**config.mk**
```make
export PLATFORM = sky130hd
export DESIGN_NAME = perf_monitor_flat
export DESIGN_NICKNAME = d
export VERILOG_FILES = /design/src/rtl/perf_pkg.sv /design/src/rtl/perf_monitor_if.sv /design/src/rtl/perf_counter.sv /design/src/rtl/perf_monitor.sv /design/src/flat_wrapper.sv
export SDC_FILE = /design/constraint.sdc
export NUM_CORES = 1
export LEC_CHECK = 0
export CAP_MARGIN = 20
export CORE_MARGIN = 2
export CORE_UTILIZATION = 25
export CTS_CLUSTER_DIAMETER = 40
export CTS_CLUSTER_SIZE = 24
export DETAILED_ROUTE_END_ITERATION = 6
export PLACE_DENSITY = 0.46
export SLEW_MARGIN = 20
export SYNTH_ARGS = -nofsm -noshare
export SYNTH_HDL_FRONTEND = slang
export SYNTH_SLANG_ARGS = --single-unit
```
**constraint.sdc**
```tcl
create_clock -name clk -period 2.4 [get_ports clk]
set_clock_uncertainty 0.05 [all_clocks]
set_input_delay 0.36 -clock clk [delete_from_list [all_inputs] [get_ports clk]]
set_output_delay 0.36 -clock clk [all_outputs]
set_load 0.005 [all_outputs]
```
**src/rtl/perf_pkg.sv**
```systemverilog
// Shared encodings for the performance monitor: FSM states and read-select constants.
package perf_pkg;

  typedef enum logic [1:0] {
    ST_IDLE   = 2'd0,
    ST_RUN    = 2'd1,
    ST_FROZEN = 2'd2,
    ST_DONE   = 2'd3
  } state_e;

  localparam int unsigned SEL_CYCLE = 0;

endpackage

```
**src/rtl/perf_monitor_if.sv**
```systemverilog
// Control, read-port and status bundle between the performance monitor and its host.
interface perf_monitor_if #(
  parameter int unsigned NUM_EVT = 4,
  parameter int unsigned CNT_W   = 32
);
  localparam int unsigned SEL_W = $clog2(NUM_EVT + 1);

  logic               start_i;
  logic               clear_i;
  logic               freeze_i;
  logic               snap_i;
  logic [NUM_EVT-1:0] evt_i;
  logic [SEL_W-1:0]   rd_sel_i;
  logic [CNT_W-1:0]   rd_data_o;
  logic [NUM_EVT:0]   ovf_o;
  logic [CNT_W-1:0]   cycle_o;
  logic [1:0]         state_o;
  logic               done_o;

  modport master (
    output start_i, clear_i, freeze_i, snap_i, evt_i, rd_sel_i,
    input  rd_data_o, ovf_o, cycle_o, state_o, done_o
  );

  modport slave (
    input  start_i, clear_i, freeze_i, snap_i, evt_i, rd_sel_i,
    output rd_data_o, ovf_o, cycle_o, state_o, done_o
  );
endinterface

```
**src/rtl/perf_counter.sv**
```systemverilog
// Single event counter with sticky overflow; saturates or wraps depending on SATURATE.
module perf_counter #(
  parameter int unsigned CNT_W    = 32,
  parameter int unsigned SATURATE = 1
) (
  input  logic             clk,
  input  logic             rst,
  input  logic             clr,
  input  logic             inc,
  output logic [CNT_W-1:0] cnt_o,
  output logic             ovf_o
);

  always_ff @(posedge clk or negedge rst) begin
    if (!rst) begin
      cnt_o <= '0;
      ovf_o <= 1'b0;
    end else if (clr) begin
      cnt_o <= '0;
      ovf_o <= 1'b0;
    end else if (inc) begin
      if (&cnt_o) begin
        ovf_o <= 1'b1;
        cnt_o <= (SATURATE != 0) ? cnt_o : '0;
      end else begin
        cnt_o <= cnt_o + CNT_W'(1);
      end
    end
  end

endmodule

```
**src/rtl/perf_monitor.sv**
```systemverilog
// Cycle and event performance counters with run/freeze/done control,
// a snapshot shadow bank and a registered read port.
module perf_monitor
  import perf_pkg::*;
#(
  parameter int unsigned NUM_EVT    = 4,
  parameter int unsigned CNT_W      = 32,
  parameter int unsigned MAX_CYCLES = 30,
  parameter int unsigned SATURATE   = 1
) (
  input  logic           clk,
  input  logic           rst,
  perf_monitor_if.slave  bus
);

  localparam int unsigned NCNT  = NUM_EVT + 1;
  localparam int unsigned SEL_W = $clog2(NUM_EVT + 1);

  state_e           state_q;
  state_e           state_d;
  logic             run;
  logic             last_cycle;
  logic [NCNT-1:0]  inc;
  logic [NCNT-1:0]  ovf;
  logic [CNT_W-1:0] cnt    [NCNT];
  logic [CNT_W-1:0] shadow [NCNT];
  logic [CNT_W-1:0] rd_d;
  logic [CNT_W-1:0] rd_q;

  // Counting is qualified purely by the registered state, so the deciding RUN cycle still counts.
  assign run = (state_q == ST_RUN);
  assign inc = {bus.evt_i & {NUM_EVT{run}}, run};

  assign last_cycle = (MAX_CYCLES != 0) &&
                      (({1'b0, cnt[SEL_CYCLE]} + (CNT_W+1)'(1)) == (CNT_W+1)'(MAX_CYCLES));

  always_ff @(posedge clk or negedge rst) begin
    if (!rst) state_q <= ST_IDLE;
    else      state_q <= state_d;
  end

  always_comb begin
    state_d = state_q;
    if (bus.clear_i) begin
      state_d = ST_IDLE;
    end else begin
      case (state_q)
        ST_IDLE:   if (bus.start_i) state_d = ST_RUN;
        ST_RUN: begin
          if (last_cycle)        state_d = ST_DONE;
          else if (bus.freeze_i) state_d = ST_FROZEN;
        end
        ST_FROZEN: if (!bus.freeze_i) state_d = ST_RUN;
        ST_DONE:   state_d = ST_DONE;
        default:   state_d = ST_IDLE;
      endcase
    end
  end

  // Index 0 is the cycle counter, index k is event k-1.
  for (genvar g = 0; g < NCNT; g++) begin : g_cnt
    perf_counter #(
      .CNT_W    (CNT_W),
      .SATURATE (SATURATE)
    ) u_cnt (
      .clk   (clk),
      .rst   (rst),
      .clr   (bus.clear_i),
      .inc   (inc[g]),
      .cnt_o (cnt[g]),
      .ovf_o (ovf[g])
    );
  end

  // Shadows take the pre-increment values; clear overrides a simultaneous snap.
  always_ff @(posedge clk or negedge rst) begin
    if (!rst) begin
      for (int k = 0; k < NCNT; k++) shadow[k] <= '0;
    end else if (bus.clear_i) begin
      for (int k = 0; k < NCNT; k++) shadow[k] <= '0;
    end else if (bus.snap_i) begin
      for (int k = 0; k < NCNT; k++) shadow[k] <= cnt[k];
    end
  end

  // Out-of-range selects read as zero.
  always_comb begin
    rd_d = '0;
    for (int k = 0; k < NCNT; k++) begin
      if (bus.rd_sel_i == SEL_W'(k)) rd_d = shadow[k];
    end
  end

  always_ff @(posedge clk or negedge rst) begin
    if (!rst) rd_q <= '0;
    else      rd_q <= rd_d;
  end

  assign bus.rd_data_o = rd_q;
  assign bus.ovf_o     = ovf;
  assign bus.cycle_o   = cnt[SEL_CYCLE];
  assign bus.state_o   = state_q;
  assign bus.done_o    = (state_q == ST_DONE);

endmodule

```
**src/flat_wrapper.sv**
```systemverilog
// flat-port wrapper written by rule: the top's interface ports become plain ports
module perf_monitor_flat import perf_pkg::*;
#(
  parameter int unsigned NUM_EVT    = 4,
  parameter int unsigned CNT_W      = 32,
  parameter int unsigned MAX_CYCLES = 30,
  parameter int unsigned SATURATE   = 1
)
  (clk, rst, bus_start_i, bus_clear_i, bus_freeze_i, bus_snap_i, bus_evt_i, bus_rd_sel_i, bus_rd_data_o, bus_ovf_o, bus_cycle_o, bus_state_o, bus_done_o);
  perf_monitor_if #(.NUM_EVT(NUM_EVT), .CNT_W(CNT_W)) bus_i ();
  input  logic clk;
  input  logic rst;
  input wire logic [$bits(bus_i.start_i)-1:0] bus_start_i;
  input wire logic [$bits(bus_i.clear_i)-1:0] bus_clear_i;
  input wire logic [$bits(bus_i.freeze_i)-1:0] bus_freeze_i;
  input wire logic [$bits(bus_i.snap_i)-1:0] bus_snap_i;
  input wire logic [$bits(bus_i.evt_i)-1:0] bus_evt_i;
  input wire logic [$bits(bus_i.rd_sel_i)-1:0] bus_rd_sel_i;
  output wire logic [$bits(bus_i.rd_data_o)-1:0] bus_rd_data_o;
  output wire logic [$bits(bus_i.ovf_o)-1:0] bus_ovf_o;
  output wire logic [$bits(bus_i.cycle_o)-1:0] bus_cycle_o;
  output wire logic [$bits(bus_i.state_o)-1:0] bus_state_o;
  output wire logic [$bits(bus_i.done_o)-1:0] bus_done_o;
  assign bus_i.start_i = bus_start_i;
  assign bus_i.clear_i = bus_clear_i;
  assign bus_i.freeze_i = bus_freeze_i;
  assign bus_i.snap_i = bus_snap_i;
  assign bus_i.evt_i = bus_evt_i;
  assign bus_i.rd_sel_i = bus_rd_sel_i;
  assign bus_rd_data_o = bus_i.rd_data_o;
  assign bus_ovf_o = bus_i.ovf_o;
  assign bus_cycle_o = bus_i.cycle_o;
  assign bus_state_o = bus_i.state_o;
  assign bus_done_o = bus_i.done_o;
  perf_monitor #(.NUM_EVT(NUM_EVT), .CNT_W(CNT_W), .MAX_CYCLES(MAX_CYCLES), .SATURATE(SATURATE)) u_core (.clk(clk), .rst(rst), .bus(bus_i));
endmodule
```
## Word-level counts from Yosys, hierarchy flattened

Cells that the tools add are included.

- Add/sub/neg operators: 6
- Equality and inequality tests: 16
- Multiplexer cells: 43
- Reduce and logical (&&, ||, !) cells: 29
- Bitwise logic cells: 1

Operator list:

| cell | number |
|---|---|
| $mux 32 | 20 |
| $mux 160 | 2 |
| $add 32x1->32 const B | 5 |
| $reduce_and 32->1 | 5 |
| $add 32x1->33 const B | 1 |
| $eq 33x5->1 const B | 1 |
| $reduce_bool 2->1 | 11 |
| $reduce_and 2->1 | 10 |
| $mux 1 | 15 |
| $mux 2 | 5 |
| $ne 2x2->1 const B | 5 |
| $pmux 2 s4 | 1 |
| $eq 3x2->1 const B | 2 |
| $ne 3x3->1 const B | 2 |
| $and 4x4->4 | 1 |
| $eq 2x2->1 const B | 2 |
| $ne 4x4->1 const B | 1 |
| $eq 3x1->1 const B | 1 |
| $eq 3x3->1 const B | 1 |
| $logic_not 3->1 | 1 |
| $reduce_and 3->1 | 1 |
| $eq 2x1->1 const B | 1 |
| $logic_not 2->1 | 1 |

- Word-level logic and storage cells: 112
- Output and inout bits: 72
- Bits of input ports: 13
- Bits in registers: 359

## Logic depth before layout (Yosys ltp)

Gate-level depths: netlist (run 1).

- Depth in word-level cells: 6
- Mapped depth: 10
- Mapped depth without buffers: 8

## Modules after synthesis

Synthesis (run 1) repeated with hierarchy kept, for this count alone.

- Cells, all modules: 1,861
- Area total of the unflattened synthesis: 18,511.5 um^2

By module, submodules not included:

| module | instances | area each (um^2) | cells an instance | seq. area each (um^2) |
|---|---|---|---|---|
| perf_counter | 5 | 1,881.8 | 207 | 825.8 |
| perf_monitor | 1 | 9,102.5 | 826 | 4,854.7 |

## Worst setup path after synthesis (run 1)

OpenSTA, ideal clock, no wires.

- Kind: register to register
- Start point: register u_core.g_cnt[0].u_cnt.cnt_o[0]
- End point: register u_core.g_cnt[0].u_cnt.cnt_o[17]
- Setup time: 0.132 ns
- Stages on the path, launching flop included: 9
- Slack: -0.059 ns
- Clock period less this slack: 2.459 ns
- Required time: 2.218 ns
- Buffers on the path: 0
- Arrival time: 2.277 ns
- Cell sequence: dfrtp_1 -> ha_1 -> nand3_1 -> or4_4 -> o31ai_1 -> nor2_1 -> and3_1 -> xnor2_1 -> nor2_1

- Cells in the longest elaborated chain, start to end: 4
- Elaborated cells between the ends (all ways): 7
- Those cells by class: 1 x add/sub; 1 x eq/ne; 3 x mux; 2 x reduce/logical

Ends and longest elaborated chain:

| element | line | text |
|---|---|---|
| from (decl) | perf_counter.sv:10 | `output logic [CNT_W-1:0] cnt_o,` |
| from (signal assigned) | perf_counter.sv:24 | `cnt_o <= (SATURATE != 0) ? cnt_o : '0;` |
| from (signal assigned) | perf_counter.sv:26 | `cnt_o <= cnt_o + CNT_W'(1);` |
| $add 32x1->32 | perf_counter.sv:26 |  |
| $mux 32 | perf_counter.sv:22 | `if (&cnt_o) begin` |
| $mux 32 | perf_counter.sv:21 | `end else if (inc) begin` |
| $mux 32 | perf_counter.sv:18 | `end else if (clr) begin` |

Parallel ways exist; a longest one is shown, timed or not. The select of a mux whose other input is x is not followed.
A chain may end at the register's enable or synchronous reset.

## Worst setup path in the final report (run 1)

- Start point: register u_core.g_cnt[0].u_cnt.cnt_o[0]
- End point: register u_core.state_q[1] (netlist: u_core.bus.state_o[1])

- Cells in the longest elaborated chain, start to end: 5
- Elaborated cells between the ends (all ways): 7
- Those cells by class: 1 x add/sub; 2 x eq/ne; 3 x mux; 1 x reduce/logical

Ends and longest elaborated chain:

| element | line | text |
|---|---|---|
| $add 32x1->33 (*) | perf_monitor.sv:35 | `(({1'b0, cnt[SEL_CYCLE]} + (CNT_W+1)'(1)) == (CNT_W+1)'(MAX_CYCLES));` |
| $eq 33x5->1 (*) | perf_monitor.sv:35 |  |
| $mux 2 | perf_monitor.sv:50 | `if (last_cycle) state_d = ST_DONE;` |
| $pmux 2 s4 | perf_monitor.sv:47 | `case (state_q)` |
| $mux 2 | perf_monitor.sv:44 | `if (bus.clear_i) begin` |
| to (signal assigned) | perf_monitor.sv:39 | `else state_q <= state_d;` |
| to (decl) | perf_monitor.sv:19 | `state_e state_q;` |

Mark *: on every way between the ends. The rest lies on a longest branch, timed or not.

==> flow_metrics.tcl, run 1 <==
set metrics [dict create \
    synth_top_cell_area_share_pct 50.68 \
    place_area_um2 20650 \
    tns_ns -0.04668 \
    path_class "reg -> reg" \
    ant_nets 0 \
    clock_latency_ns 0.61 \
    reg2reg_depth 10 \
    synth_area_leaders "dfrtp_1 (51%), mux2i_1 (11%), nor2_1 (7.7%), xnor2_1 (3.8%), xor2_1 (3.7%)" \
    synth_most_common_cell "nor2_1" \
    critical_path.startpoint_type "register" \
    fin_area_um2 23360 \
    grt_max_degree 80 \
    vias 13820 \
    worst-path-buf-inv 3 \
    rsz0062_at_grt "yes" \
    synthSimpleGateAreaFrac_pct 19.52 \
    grt_pass1_wl_um 86150 \
    r2r-end "u_core.bus.state_o[1]" \
    die_area_um2 73040 \
    drtIter0Drc 901 \
    floorplan.io_pins 85 \
    synth_compound_area_share_pct 5.909 \
    gp_congestion 0.8795 \
    max_freq_mhz 410.3 \
    fin_ws_ns -0.03750 \
    hold_viol_final 0 \
    clockBufferDepth 3 \
    async_flop_share_pct 100.0 \
    start_util_pct 25.27 \
    numPortBuffers 84 \
    required_ns 2.84 \
    rows 97 \
    nets 1994 \
    cts_root_buffer "clkbuf_16" \
    antenna_found_initial 3 \
    routed_wl_um 55580 \
    power_density_nw_per_um2 729.4 \
    crit_fanout 4 \
    die_w_um 270.3 \
    dieHeight_um 270.3 \
    final_util_pct 33.31 \
    syn_to_final_growth_pct 31.82 \
    synthCells 1765 \
    post_drt_wl_per_cell_um 18.73 \
    synth_top_family_by_area "simple AND/OR/NAND/NOR gates" \
    wirelength_met1_um 25630 \
    clk_pin_slew_ns 0.05 \
    routed_via_density 4.656 \
    avgSynthCellArea_um2 10.04 \
    synth_top_cells_by_count "nor2_1 (364), dfrtp_1 (359), mux2i_1 (188), clkbuf_1 (78), xnor2_1 (77)" \
    critPathCaptureType "register" \
    holdPathEnd "u_core.shadow[153]" \
    dr.pass1.iters 5 \
    synth-main-ff-cell "dfrtp_1" \
    dp_hpwl_um 39570 \
    max_slew_margin_pct 42.77 \
    pre_cts_ws_ns -0.2372 \
    antenna_cells 0 \
    muxShareOfSynthArea_pct 11.25 \
    rrSetupSlack_ns -0.04 \
    setup_viol 2 \
    cts_max_level 3 \
    cap_violations 0 \
    violations "setup timing" \
    r2r_start "u_core.g_cnt[0].u_cnt.cnt_o[0]" \
    max_stage_delay_ns 0.45 \
    hold_path_depth 3 \
    grt_remaining_overflow 0 \
    yosysWarnings 0 \
    wl_met2_um 25720 \
    cts_tree "built" \
    syn-num-nets 1784 \
    synth-seq-cells 359 \
    synth_area_um2 17720 \
    maxSlewViolCount 0 \
    clock_sinks 359 \
    crit_slowest_cell "nor4b_1" \
    synthAdderAreaFrac_pct 0.4235 \
    min_from "bus_snap_i" \
    grt_pass1_vias 14060 \
    hold_path.class "in -> reg" \
    synth_enable_flop_cells 0 \
    tightest_slew_ns 0.8585 \
    synth-seq-area-share_pct 50.68 \
    cts_buffers 71 \
    drive_gt1_share_pct 19.03 \
    period_needed_ns 2.437 \
    p_leak_uw 0.01039 \
    synth.distinct_cells 64 \
    period_share_pct 101.6 \
    synth_area_leader_cell "dfrtp_1" \
    ir_worst_vdd_mv 0.4013 \
    outcome "finished with violations" \
    cp_common_cell "buf_6" \
    highest_layer "met5" \
    crit_chain "buf_6 -> and4_1 -> nand3_1 -> buf_4 -> nor4b_1 -> a31oi_1 -> a21oi_1 -> nand4_1 -> buf_6 -> a211oi_2" \
    grt.total_usage_pct 15.25 \
    route.detailed.drc 0 \
    crit_family "simple AND/OR/NAND/NOR gates" \
    cp.arrival_ns 2.88 \
    routed-wl-met3_um 3104 \
    synth_xor_area_share_pct 7.511 \
    hold_ws_ns 0.2357 \
    coreArea_um2 70150 \
]
## worst max path at each step
stage,from,to,slack [ns],cells past startpoint
after detailed placement,u_core.g_cnt[0].u_cnt.cnt_o[1],u_core.bus.state_o[0],-0.24,8
final,u_core.g_cnt[0].u_cnt.cnt_o[0],u_core.bus.state_o[1],-0.04,10
after CTS,u_core.g_cnt[0].u_cnt.cnt_o[1],u_core.bus.state_o[0],-0.006,9
after global placement,u_core.g_cnt[0].u_cnt.cnt_o[1],u_core.bus.state_o[0],-0.22,8
after floorplan,u_core.g_cnt[0].u_cnt.cnt_o[0],u_core.g_cnt[0].u_cnt.cnt_o[17],0.009,8
after global routing,u_core.g_cnt[0].u_cnt.cnt_o[0],u_core.bus.state_o[1],-0.16,10
## area by class of cell
type | count | area, um^2
sequential | 359 | 8987
tap | 940 | 1176
inverter | 17 | 63.81
clock inverter | 43 | 534.3
clock buffer | 83 | 1914
timing repair buffer | 293 | 2608
fill | 7209 | 46780
multi-input combinational | 1233 | 8082
## report_power, final
part	switching, uW	leakage [uW]	internal [uW]
clock network	3520	0.00117	6640
logic	508	0.00421	274
registers	17.3	0.00501	6080
## placed cells by master, fill, tap and decap left out, types with 6 or more instances in the layout
master	instances
a21oi_1	54
a22oi_1	27
a31oi_1	8
and2_1	11
and3_1	24
and4_1	24
buf_12	13
buf_4	189
buf_6	6
bufinv_16	8
clkbuf_16	73
clkdlybuf4s50_1	80
clkinv_4	6
clkinvlp_4	9
dfrtp_1	356
inv_1	17
inv_6	12
mux2i_1	188
nand2_1	55
nand3_1	74
nand4_1	49
nor2_1	364
nor3_1	36
nor4_1	12
o21ai_0	18
o22ai_1	29
or3_1	17
xnor2_1	77
xor2_1	75
## cell families (layout without fill, tap and decap cells)
kind of cell	Yosys count	in the layout
XOR/XNOR	152	152
flip-flops	359	359
buffers and inverters	173	436
AND/OR/NAND/NOR	718	718
adder cells (fa/ha/maj)	6	6
AO/OA/AOI/OAI	164	164
multiplexers	193	193
## state kept, by name (all words and copies together) (netlist names)
register and flops:
u_core.g_cnt.u_cnt.cnt_o 160, u_core.shadow 160, u_core.bus.rd_data_o 32, u_core.g_cnt.u_cnt.ovf_o 5, u_core.bus.state_o 2
## worst register-to-register path: stages (launching register included)
cell and delay [ns]:
dfrtp_2 0.37, buf_6 0.11, and4_1 0.23, nand3_1 0.15
buf_4 0.18, nor4b_1 0.45, a31oi_1 0.16, a21oi_1 0.19
nand4_1 0.13, buf_6 0.16, a211oi_2 0.20
## timing repair
action / 4_1_cts / 5_1_grt
buffers inserted: 3 / 6
hold endpoints to repair: 42 / 0
endpoints found under the setup margin: 13 / 30
gates resized for setup: 15 / 22
hold buffers: 1 / 0
pin swaps: 5 / 15
## layer usage
metal | GRT usage [%] | vias up
li1 | - | 6535
met1 | 20.59 | 6909
met2 | 24.04 | 289
met3 | 4.054 | 84
met4 | 4.231 | 2
met5 | 0 | -
## metrics by stage
stage	total power, uW	instances
2_1_floorplan	6570	1765
3_3_place_gp	6972	2832
3_5_place_dp	6978	2832
4_1_cts	17310	2962
5_1_grt	17710	2968
6_report	17040	2968
Note: power is estimated with default switching activity, not from simulation.
==> inputs of run 2 (changes only) <==
--- a/config.mk
+++ b/config.mk
@@ -12,6 +12,7 @@
 export CTS_CLUSTER_SIZE = 24
 export DETAILED_ROUTE_END_ITERATION = 6
 export PLACE_DENSITY = 0.46
+export SETUP_SLACK_MARGIN = 0.02
 export SLEW_MARGIN = 20
 export SYNTH_ARGS = -nofsm -noshare
 export SYNTH_HDL_FRONTEND = slang
==> run 2 against run 1 <==
The flow now finishes without violations. Fmax rose by 2.0%. Sequential cell count did not move. Clock-buffer cell count fell by 18. Die area did not move. Sequential power barely moved. Power fell by 8.5%. Sequential share of layout area rose by 0.59 points. Design area fell by 1.5%. Critical path depth fell by 2. First-iteration DRC count rose by 23%. Wire length fell by 0.55%. Register-to-register slack improved by 0.05 ns.
==> flow_metrics.tcl, run 2 (synthesis gave the netlist of run 1 again) <==
set metrics [dict create \
    outcome "completed" \
    grt_max_degree 138 \
    setup_viol 0 \
    nets 1982 \
    route.detailed.drc 0 \
    critical_path.startpoint_type "register" \
    die_w_um 270.3 \
    max_stage_delay_ns 0.44 \
    grt_pass1_vias 14030 \
    vias 13840 \
    drtIter0Drc 1111 \
    fin_ws_ns 0.01139 \
    nFillCells 7231 \
    crit_chain "nand4_1 -> buf_4 -> or4_4 -> o31a_1 -> and3b_2 -> nand4_1 -> xor2_1 -> nor2_1" \
    layout.cells.most_common "nor2_1" \
    start_util_pct 25.27 \
    final_util_pct 32.81 \
    rsz0062_at_grt "yes" \
    cts_buffers 56 \
    p_leak_uw 0.01020 \
    hold_ws_ns 0.1210 \
    floorplan.io_pins 85 \
    maxSlewViolCount 0 \
    grt_pass1_wl_um 85680 \
    numPortBuffers 84 \
    clock_latency_ns 0.62 \
    required_ns 2.81 \
    cp.arrival_ns 2.79 \
    max_freq_mhz 418.7 \
    cts_root_buffer "clkbuf_16" \
    max_slew_margin_pct 40.13 \
    pre_cts_ws_ns -0.1107 \
    drive_gt1_share_pct 18.81 \
    final_cell_mix "nor2_1 (363), dfrtp_1 (353), buf_4 (189), mux2i_1 (188), clkdlybuf4s50_1 (80)" \
    tightest_slew_ns 0.8981 \
    gp_congestion 0.8631 \
    power_density_nw_per_um2 677.2 \
    antenna_found_initial 1 \
    routed_wl_um 55270 \
    hold_viol_final 0 \
    ir_worst_vdd_mv 0.5294 \
    clock_sinks 359 \
    dieHeight_um 270.3 \
    cp_common_cell "nand4_1" \
    rows 97 \
    worst-path-buf-inv 1 \
    dr.pass1.iters 5 \
    clk_pin_slew_ns 0.05 \
    path_class "reg -> reg" \
    syn_to_final_growth_pct 29.87 \
    dp_hpwl_um 39360 \
    period_share_pct 99.53 \
    fin_cells 2951 \
    routed_via_density 4.691 \
    crit_family "simple AND/OR/NAND/NOR gates" \
    period_needed_ns 2.389 \
    grt_remaining_overflow 0 \
    hold_path.class "in -> reg" \
    die_area_um2 73040 \
    coreArea_um2 70150 \
    ant_nets 0 \
    crit_slowest_cell "or4_4" \
    dp.cells 2824 \
    cts_tree "built" \
    critPathCaptureType "register" \
    post_drt_wl_per_cell_um 18.73 \
    clockBufferDepth 3 \
    cap_violations 0 \
    cts_max_level 2 \
    grt.total_usage_pct 15.05 \
    crit_fanout 5 \
]
[run 2: changes by cell type in the layout (fill, tap and decap cells not counted), moves of 4 or more]
cell / previous run / this run
buf_12: 13 / 17
clkbuf_16: 73 / 57
inv_6: 12 / 8
clkinv_2: 5 / 9
[run 2: final timing paths]
path	startpoint	to	slack, ns	cells after the start
min in group asynchronous	rst	u_core.bus.state_o[0]	0.31	2
max in group asynchronous	rst	u_core.g_cnt[2].u_cnt.cnt_o[28]	1.22	3
min reg2reg	u_core.g_cnt[3].u_cnt.ovf_o	u_core.g_cnt[3].u_cnt.ovf_o	0.45	2
max	u_core.g_cnt[0].u_cnt.cnt_o[15]	u_core.g_cnt[0].u_cnt.cnt_o[31]	0.01	8
max reg2reg	u_core.g_cnt[0].u_cnt.cnt_o[15]	u_core.g_cnt[0].u_cnt.cnt_o[31]	0.01	8
min	bus_snap_i	u_core.shadow[138]	0.12	3
[run 2: timing repair]
item / CTS / global route
gates resized for setup: 15 / 27
cloned: 0 / 1
endpoints found under the hold margin: 75 / 0
setup endpoints to repair: 13 / 34
hold buffers: 2 / 0
setup buffers: 6 / 12
pin swaps: 9 / 16
[run 2: per-stage QoR]
stage	setup TNS [ns]	power [uW]	instance area [um^2]
floorplan	0	6572	17740
global placement	-0.1341	6980	20650
detailed placement	-0.5178	6986	20650
CTS	0	15800	22800
global route	-0.3318	16150	23020
finish	0	15590	23020
[run 2: cell type report]
type,instances,area [um^2],area share [%]
timing repair buffer,296,2669,11.59
inverter,17,63.81,0.2772
sequential,359,8991,39.06
tap,940,1176,5.109
clock inverter,40,506.7,2.201
multi-input combinational,1233,8094,35.16
antenna,1,2.502,0.01087
clock buffer,65,1516,6.588
[run 2: worst reg2reg max path, cell delays in order, from the launching register on]
cell	delay [ns]
dfrtp_1	0.41
nand4_1	0.18
buf_4	0.18
or4_4	0.44
o31a_1	0.41
and3b_2	0.29
nand4_1	0.09
xor2_1	0.15
nor2_1	0.05
[run 2: where the power goes]
group | total, uW | switching (uW) | internal [uW] | leakage [uW]
Sequential | 6100 | 21.1 | 6080 | 0.00500
Combinational | 791 | 513 | 278 | 0.00421
Clock | 8700 | 3160 | 5540 | 0.000982
[run 2: layer usage]
layer	up-vias	track usage [%]	share of wire, %
li1	6507	-	-
met1	6856	20.75	46
met2	385	23.58	45
met3	94	3.014	5.9
met4	0	4.885	2.9
met5	-	0	0
